===== src/rtl/tz_pkg.sv =====
// Shared constants, zone offset table and FSM state type for the time-zone sequencer.
package tz_pkg;

    localparam int unsigned NUM_ZONES     = 5;
    localparam int unsigned HOURS_PER_DAY = 24;

    // Hour offsets: home, Halifax, Sao Paulo, Milan, Dubai.
    localparam logic [5:0] ZONE_OFFSET [0:NUM_ZONES-1] = '{6'd0, 6'd1, 6'd3, 6'd6, 6'd9};

    typedef enum logic {
        MANUAL = 1'b0,
        SCAN   = 1'b1
    } tz_state_e;

    // Out-of-range indices fall back to the home zone offset.
    function automatic logic [5:0] zone_offset(input logic [2:0] idx);
        if (32'(idx) >= NUM_ZONES) begin
            return '0;
        end
        return ZONE_OFFSET[idx];
    endfunction

endpackage


===== src/rtl/tz_debounce.sv =====
// Button debouncer: accepts a level change only after it has been stable for
// DEBOUNCE_CYC cycles, and emits a single-cycle pulse on each accepted press.
module tz_debounce #(
    parameter int unsigned DEBOUNCE_CYC = 1_000_000
) (
    input  logic i_clk,
    input  logic i_rst,
    input  logic i_btn_in,
    output logic o_press_pulse
);

    localparam int unsigned CW = (DEBOUNCE_CYC > 1) ? $clog2(DEBOUNCE_CYC) : 1;
    localparam logic [CW-1:0] CNT_LAST = CW'(DEBOUNCE_CYC - 1);

    logic [CW-1:0] r_cnt;
    logic          r_level;
    logic          r_press;

    // Count consecutive cycles that disagree with the accepted level; flip on the last one.
    always_ff @(posedge i_clk or posedge i_rst) begin
        if (i_rst) begin
            r_cnt   <= '0;
            r_level <= 1'b0;
            r_press <= 1'b0;
        end else begin
            r_press <= 1'b0;
            if (i_btn_in == r_level) begin
                r_cnt <= '0;
            end else if (r_cnt == CNT_LAST) begin
                r_cnt   <= '0;
                r_level <= i_btn_in;
                r_press <= i_btn_in;
            end else begin
                r_cnt <= r_cnt + CW'(1);
            end
        end
    end

    assign o_press_pulse = r_press;

endmodule


===== src/rtl/tz_zone_sequencer.sv =====
// Time-zone selector and zone-adjusted hour register for the alarm clock.
// Zones advance on a debounced button press, or automatically every DWELL_SEC
// seconds while scan mode is enabled.
module tz_zone_sequencer
    import tz_pkg::*;
#(
    parameter int unsigned NUM_ZONES    = tz_pkg::NUM_ZONES,
    parameter int unsigned DWELL_SEC    = 5,
    parameter int unsigned DEBOUNCE_CYC = 1_000_000
) (
    input  logic       i_clk,
    input  logic       i_rst,
    input  logic       i_tick_1hz,
    input  logic       i_btn_next,
    input  logic       i_scan_en,
    input  logic [5:0] i_hour_in,
    output logic [2:0] o_zone_idx,
    output logic [5:0] o_hour_zone,
    output logic       o_day_wrap,
    output logic       o_hour_err,
    output logic       o_zone_chg,
    output logic       o_scanning
);

    localparam logic [5:0] DWELL_LAST = 6'(DWELL_SEC - 1);

    tz_state_e  r_state;
    logic [2:0] r_zone_idx;
    logic [5:0] r_dwell;
    logic       r_adv;
    logic       r_zone_chg;
    logic       r_scanning;
    logic [5:0] r_hour_zone;
    logic       r_day_wrap;
    logic       r_hour_err;

    logic       w_press;
    logic [2:0] w_zone_next;
    logic [5:0] w_offset;
    logic [6:0] w_sum;
    logic [5:0] w_hour_wrap;

    tz_debounce #(
        .DEBOUNCE_CYC(DEBOUNCE_CYC)
    ) u_debounce (
        .i_clk        (i_clk),
        .i_rst        (i_rst),
        .i_btn_in     (i_btn_next),
        .o_press_pulse(w_press)
    );

    assign w_zone_next = (32'(r_zone_idx) >= NUM_ZONES - 1) ? 3'd0 : r_zone_idx + 3'd1;

    // Zone-selection FSM; r_adv marks an advance so zone_chg can follow one cycle later.
    always_ff @(posedge i_clk or posedge i_rst) begin
        if (i_rst) begin
            r_state    <= MANUAL;
            r_zone_idx <= '0;
            r_dwell    <= '0;
            r_adv      <= 1'b0;
            r_zone_chg <= 1'b0;
            r_scanning <= 1'b0;
        end else begin
            r_adv      <= 1'b0;
            r_zone_chg <= r_adv;
            case (r_state)
                MANUAL: begin
                    if (w_press) begin
                        r_zone_idx <= w_zone_next;
                        r_adv      <= 1'b1;
                    end
                    if (i_scan_en) begin
                        r_state    <= SCAN;
                        r_dwell    <= '0;
                        r_scanning <= 1'b1;
                    end
                end
                SCAN: begin
                    // Leaving scan mode wins over a coincident dwell expiry.
                    if (!i_scan_en) begin
                        r_state    <= MANUAL;
                        r_dwell    <= '0;
                        r_scanning <= 1'b0;
                    end else if (w_press) begin
                        r_zone_idx <= w_zone_next;
                        r_adv      <= 1'b1;
                        r_dwell    <= '0;
                    end else if (i_tick_1hz) begin
                        if (r_dwell == DWELL_LAST) begin
                            r_zone_idx <= w_zone_next;
                            r_adv      <= 1'b1;
                            r_dwell    <= '0;
                        end else begin
                            r_dwell <= r_dwell + 6'd1;
                        end
                    end
                end
            endcase
        end
    end

    assign w_offset    = zone_offset(r_zone_idx);
    assign w_sum       = {1'b0, i_hour_in} + {1'b0, w_offset};
    assign w_hour_wrap = 6'(w_sum - 7'(HOURS_PER_DAY));

    // Register the zone-adjusted hour with modulo-24 wrap and day-carry every cycle.
    always_ff @(posedge i_clk or posedge i_rst) begin
        if (i_rst) begin
            r_hour_zone <= '0;
            r_day_wrap  <= 1'b0;
            r_hour_err  <= 1'b0;
        end else if (i_hour_in > 6'(HOURS_PER_DAY - 1)) begin
            r_hour_zone <= '0;
            r_day_wrap  <= 1'b0;
            r_hour_err  <= 1'b1;
        end else if (w_sum >= 7'(HOURS_PER_DAY)) begin
            r_hour_zone <= w_hour_wrap;
            r_day_wrap  <= 1'b1;
            r_hour_err  <= 1'b0;
        end else begin
            r_hour_zone <= w_sum[5:0];
            r_day_wrap  <= 1'b0;
            r_hour_err  <= 1'b0;
        end
    end

    assign o_zone_idx  = r_zone_idx;
    assign o_hour_zone = r_hour_zone;
    assign o_day_wrap  = r_day_wrap;
    assign o_hour_err  = r_hour_err;
    assign o_zone_chg  = r_zone_chg;
    assign o_scanning  = r_scanning;

endmodule


===== config.mk =====
export PLATFORM = sky130hd
export DESIGN_NAME = tz_zone_sequencer
export DESIGN_NICKNAME = d
export VERILOG_FILES = /design/src/rtl/tz_pkg.sv /design/src/rtl/tz_debounce.sv /design/src/rtl/tz_zone_sequencer.sv
export SDC_FILE = /design/constraint.sdc
export NUM_CORES = 1
export LEC_CHECK = 0
export ABC_AREA = 1
export CORE_MARGIN = 5
export CORE_UTILIZATION = 59
export CTS_BUF_LIST = sky130_fd_sc_hd__clkbuf_8
export CTS_CLUSTER_SIZE = 8
export DETAILED_ROUTE_END_ITERATION = 6
export PLACE_DENSITY_LB_ADDON = 0.05
export SETUP_SLACK_MARGIN = 0.1
export SLEW_MARGIN = 20
export SYNTH_ARGS = -nofsm -noshare
export SYNTH_HDL_FRONTEND = slang
export SYNTH_HIERARCHICAL = 1
export SYNTH_SLANG_ARGS = --single-unit

===== constraint.sdc =====
create_clock -name i_clk -period 3.2 [get_ports i_clk]
set_clock_uncertainty 0.15 [all_clocks]
set_input_delay 0.32 -clock i_clk [delete_from_list [all_inputs] [get_ports i_clk]]
set_output_delay 0.32 -clock i_clk [all_outputs]
set_load 0.01 [all_outputs]

==> results of run 1 <==
## worst max-delay path: cells and delay by family, from the launching register on
kind                     cells  cell delay (ns)
AND/OR/NAND/NOR              9             0.78
adder cells (fa/ha/maj)      3             0.92
buffers and inverters        2             0.14
AO/OA/AOI/OAI                1             0.08
flip-flops                   1             0.40
## placed cells by master (no fill, tap or decap), types with 2 or more instances in the layout
cell type        count
o21ai_1              3
nand2_2              7
inv_2                3
clkbuf_8             6
xnor2_1              3
xor2_1               8
o21ai_0              9
nor2_1              58
inv_1               44
nand2_1             69
nor3_1               7
nand3_1             20
dfrtp_1             43
nor2_2               8
a21oi_1              7
ha_1                11
o21ai_2              2
clkdlybuf4s50_1     23
or2_2                3
nand4_1              8
nor3b_2              2
## flip-flops by register name, indices dropped and copies added (netlist names), 3 cells and up
register,flops
o_zone_idx,3
u_debounce/r_cnt,20
r_dwell,6
o_hour_zone,6
## power groups by stage
stage / registers [mW] / logic (mW) / clock network [mW]
floorplan: 0.590 / 0.0872 / 0
global placement: 0.583 / 0.156 / 0
detailed placement: 0.584 / 0.160 / 0
CTS: 0.573 / 0.160 / 0.361
global route: 0.576 / 0.180 / 0.384
finish: 0.573 / 0.157 / 0.349
## logic make-up (layout without fill, tap and decap cells)
kind of cell / after synthesis / count (layout) / synth area share
other cells: 1 / 1 / 0.001493
xor+xnor: 12 / 12 / 0.04483
buf+inv: 48 / 77 / 0.07221
simple gates: 186 / 186 / 0.3317
compound gates: 25 / 25 / 0.05876
flops: 43 / 43 / 0.4283
fa+ha+maj: 12 / 12 / 0.06275
## Yosys cell counts (7+ instances only)
cell	n
xor2_1	8
o21ai_0	9
nor3_1	7
nand2_2	7
nand4_1	8
inv_1	44
dfrtp_1	43
a21oi_1	7
nand2_1	69
nand3_1	20
nor2_2	8
ha_1	11
nor2_1	58
## final cells by class
type | count | area [um2] | share of cell area
flip-flops and latches | 43 | 1076 | 0.3726
multi-input cells | 236 | 1255 | 0.4346
inverters | 47 | 176.4 | 0.06109
clock inverters | 1 | 5.005 | 0.001733
well taps | 50 | 62.56 | 0.02166
clock buffers | 6 | 82.58 | 0.02860
repair buffers | 23 | 230.2 | 0.07972
## worst min path at each step
stage / endpoint / startpoint
6_report: o_zone_chg / r_adv
3_3_place_gp: o_zone_chg / r_adv
3_5_place_dp: o_zone_chg / r_adv
4_1_cts: o_zone_chg / r_adv
5_1_grt: o_zone_chg / r_adv
2_1_floorplan: o_day_wrap / i_rst
## metrics by stage
stage	cell area [um2]	hold slack (ns)	total power [mW]	setup WS (ns)
after CTS	2888	0.2211	1.094	0.6419
after global routing	2888	0.2292	1.139	0.4136
after floorplan	2512	0.1465	0.6769	0.8099
after global placement	2800	0.1836	0.7387	0.7880
final	2888	0.2176	1.080	0.6659
after detailed placement	2800	0.2010	0.7437	0.6740
## metal layers
metal  vias up  part of all wire  wire [um]
met5         -                 0          0
met4         0             0.020        102
met3         9             0.047        234
met2        54              0.46       2283
met1       972              0.48       2379
li1       1083                 -          -
==> metrics.yaml, run 1 <==
seq_area_frac_synth: 0.4283
rsz0062_at_grt: "false"
grt_most_used_layer: "met2"
switchingPower_mw: 0.2799
grt_pass1_wl_mm: 8.963
die_y_um: 75.26
final_cells: 406
cts_htree_levels: 2
critPathLaunchType: "flip-flop"
r2r-end: "o_hour_zone[3]"
holdCritPathClass: "flip-flop to flip-flop"
drt_iter0_drc: 125
met3_usage: 0.03471
row_count: 23
peakVddDrop_mv: 0.3012
grt_overflow: 0
synth.distinct_cells: 31
p_sw_frac: 0.2592
slew_headroom: 0.4267
worstMarginPinSlew_ns: 0.8590
place_congestion: 0.9370
fillCellCount: 352
via_per_inst: 5.217
grtUsageMet1: 0.2964
cpMostUsedCell: "nand2_1"
crit_path_max_incr_delay_ns: 0.42
synth_area_leaders: "dfrtp_1 43%, nand2_1 10%, nor2_1 8.7%"
antenna_found_initial: 0
area_growth_pct: 14.94
drv_cap: 0
crit_start: "o_zone_idx[1]"
syn_nets: 350
synth-seq-cells: 43
dp_hpwl_mm: 3.861
io_pins: 24
layout.nets: 379
worst_hold_path.num_cells: 0
rrSetupSlack_ns: 0.67
outcome: "finished, final reports clean"
drc: 0
cts_tree: "done"
cts_buffer_depth: 2
route.vias.total: 2118
arrival_ns: 2.61
final_util: 0.7117
syn_area_um2: 2512
firstDrtPassIters: 4
wl_mm: 4.999
r2r-start: "o_zone_idx[1]"
finalSetupViolCount: 0
fp.dieW_um: 75.26
cp_slowest_cell: "fa_1"
postCtsHoldBufs: 0
yosys.area.top_type: "dfrtp_1"
initial_utilization: 0.6192
yosys.area.top_type_share: 0.4283
synth_area_per_cell_um2: 7.683
cts.clk_slew.worst_paths_ns: 0.08
path_cells: "inv_1 -> ha_1 -> or2_2 -> o21ai_0 -> ha_1 -> fa_1 -> nand3_1 -> nand2_1 -> nand2_1 -> nand2_1 -> nand2_1 -> inv_1 -> nor2_1 -> nor2_1 -> nor2_1"
cellPowerDensity_nw_per_um2: 373.9
io_buffers: 23
die_area_um2: 5663
synth_top_flop_cell: "dfrtp_1"
final_antenna_net_count: 0
fin_crit_ns: 2.534
combinationalPowerShare: 0.146
synth_edf_count: 0
cts_resized: 0
routedWlPerCell_um: 12.31
cp.required_ns: 3.28
p_clk_frac: 0.324
async_flop_share: 1.000
r2r_cells: 15
path_max_fanout: 4
clock_sinks: 43
syn_inst: 327
clock.fmax_mhz: 394.6
drv_slew: 0
cts_buffers: 5
met2_usage: 0.3201
p_leak_nw: 1.415
fin_setup_tns_ns: 0
intPower_mw: 0.8000
hold_viol: 0
yosys_warnings: 6
dp.cells: 399
end_kind: "flip-flop"
finalCritPeriodShare: 0.7919
cp-endpoint: "o_hour_zone[3]"
post_cts_buffers: 0
grt_usage: 0.2098
criticalPathCategory: "flip-flop to flip-flop"
grt_max_degree: 23
worstSkewPairLatency_ns: 0.30
cts_root_buf: "clkbuf_8"
n_antenna_cell: 0
grt_pass1_vias: 2017
coreArea_um2: 4058
seqPwrFrac: 0.531
drive_above_1_share: 0.1039
Note: power is estimated with default switching activity, not from simulation.
==> run 2, diff against run 1 <==
--- a/config.mk
+++ b/config.mk
@@ -7,7 +7,7 @@
 export LEC_CHECK = 0
 export ABC_AREA = 1
 export CORE_MARGIN = 5
-export CORE_UTILIZATION = 59
+export CORE_UTILIZATION = 53
 export CTS_BUF_LIST = sky130_fd_sc_hd__clkbuf_8
 export CTS_CLUSTER_SIZE = 8
 export DETAILED_ROUTE_END_ITERATION = 6
==> constraint.sdc (replaced) <==
create_clock -name i_clk -period 2.3 [get_ports i_clk]
set_clock_uncertainty 0.15 [all_clocks]
set_input_delay 0.23 -clock i_clk [delete_from_list [all_inputs] [get_ports i_clk]]
set_output_delay 0.23 -clock i_clk [all_outputs]
set_load 0.01 [all_outputs]
==> metrics.yaml, run 2 (same netlist as run 1, synthesis figures left out) <==
cp_slowest_cell: "dfrtp_1"
grt_max_degree: 23
fin_crit_ns: 2.272
outcome: "finished, final reports clean"
worstSkewPairLatency_ns: 0.29
holdCritPathClass: "input port to async pin"
fin_setup_tns_ns: 0
cts.clk_slew.worst_paths_ns: 0.07
route.vias.total: 2142
path_max_fanout: 3
final_antenna_net_count: 0
intPower_mw: 1.185
criticalPathCategory: "flip-flop to flip-flop"
via_per_inst: 5.052
cp_num_buf_inv: 3
n_antenna_cell: 0
grt_overflow: 0
arrival_ns: 2.34
cts_root_buf: "clkbuf_8"
largest_register_ffs: 20
grt_pass1_vias: 2072
finalSetupViolCount: 0
hold_viol: 0
clock.fmax_mhz: 440.1
p_sw_frac: 0.2533
firstDrtPassIters: 4
combinationalPowerShare: 0.176
power_mw: 1.587
drv_cap: 0
area_growth_pct: 24.30
cts_buffer_depth: 2
antenna_found_initial: 0
die_area_um2: 6217
cts_tree: "done"
routedWlPerCell_um: 12.30
critPathLaunchType: "flip-flop"
grt_pass1_wl_mm: 9.039
io_pins: 24
fillCellCount: 390
drv_slew: 0
seqPwrFrac: 0.502
fp.dieW_um: 78.85
grt_usage: 0.1802
layout.nets: 392
io_buffers: 23
cp.required_ns: 2.37
end_kind: "flip-flop"
drt_iter0_drc: 44
crit_path_max_incr_delay_ns: 0.40
place_congestion: 0.8725
worst_path_dominant_cell_family: "simple AND/OR/NAND/NOR gates"
final_cell_mix: "63 x nand2_1, 56 x nor2_1, 42 x dfrtp_1, 41 x inv_1, 23 x clkdlybuf4s50_1"
cts_htree_levels: 2
rrSetupSlack_ns: 0.03
path_cells: "inv_2 -> ha_4 -> or2_4 -> o21ai_2 -> ha_2 -> fa_2 -> nand4_1 -> nand2_1 -> inv_2 -> buf_4 -> nand4_1 -> nand2_1 -> nor2_1"
row_count: 25
wl_mm: 5.214
drive_above_1_share: 0.2027
top_register: "u_debounce/r_cnt"
peakVddDrop_mv: 0.2864
cellPowerDensity_nw_per_um2: 508.2
rsz0062_at_grt: "true"
coreArea_um2: 4661
p_leak_nw: 1.502
layout_commonest_cell: "nand2_1"
drc: 0
finalCritPeriodShare: 0.9879
clock_sinks: 43
dp_hpwl_mm: 3.874
initial_utilization: 0.5391
cts_buffers: 5
die_y_um: 78.85
p_clk_frac: 0.321
switchingPower_mw: 0.4021
==> run 2: cell type report <==
cell class              instances  area, um2  area share
multi-input cells             236       1370      0.4387
well taps                      54      67.56     0.02163
repair buffers                 36      331.6      0.1062
flip-flops and latches         43       1077      0.3450
clock inverters                 1      3.754    0.001202
clock buffers                   7      96.34     0.03085
inverters                      47      176.4     0.05649
==> run 2: path summary, 6_finish.rpt <==
path | from | depth (start not counted) | to
max | o_zone_idx[1] | 13 | o_hour_zone[3]
min | i_rst | 2 | o_hour_zone[1]
max reg2reg | o_zone_idx[1] | 13 | o_hour_zone[3]
min reg2reg | r_adv | 0 | o_zone_chg
max in group asynchronous | i_rst | 3 | o_hour_zone[5]
min in group i_clk | r_adv | 0 | o_zone_chg
==> run 2: per-layer routing <==
metal	global-route usage	vias up	part of all wire
li1	-	1113	-
met1	0.2354	991	0.48
met2	0.3048	34	0.48
met3	0.03741	4	0.031
met4	0.04811	0	0.0086
met5	0	-	0
==> run 2: through the flow <==
step	cell area [um2]	hold WS, ns	utilization	worst slack (ns)	cells
4_1_cts	3018	0.1144	0.6475	0.08703	418
6_report	3123	0.1056	0.6701	0.02787	424
3_3_place_gp	2873	0.1821	0.6164	0.04589	408
3_5_place_dp	2873	0.1847	0.6164	-0.02370	408
2_1_floorplan	2542	0.05646	-	0.007600	327
5_1_grt	3123	0.1645	0.6701	-0.1911	424
==> run 2: what timing repair did <==
item                       4_1_cts  5_1_grt
resized for setup                7       16
cloned                           0        0
setup endpoints to repair        3        3
pin swaps                        4        9
hold buffers                     0        0
setup buffers                    2        6
==> run 2: power by group through the flow <==
stage / clock network, mW / registers [mW] / logic, mW
after global placement: 0 / 0.811 / 0.232
after CTS: 0.528 / 0.797 / 0.252
after global routing: 0.554 / 0.801 / 0.311
final: 0.510 / 0.798 / 0.280
after floorplan: 0 / 0.821 / 0.128
after detailed placement: 0 / 0.813 / 0.238
==> run 3, diff against run 2 <==
--- a/config.mk
+++ b/config.mk
@@ -9,6 +9,7 @@
 export CORE_MARGIN = 5
 export CORE_UTILIZATION = 53
 export CTS_BUF_LIST = sky130_fd_sc_hd__clkbuf_8
+export CTS_CLUSTER_DIAMETER = 120
 export CTS_CLUSTER_SIZE = 8
 export DETAILED_ROUTE_END_ITERATION = 6
 export PLACE_DENSITY_LB_ADDON = 0.05
==> results of run 3 <==
No change in the layout: final DEF, timing and power equal those of run 2.
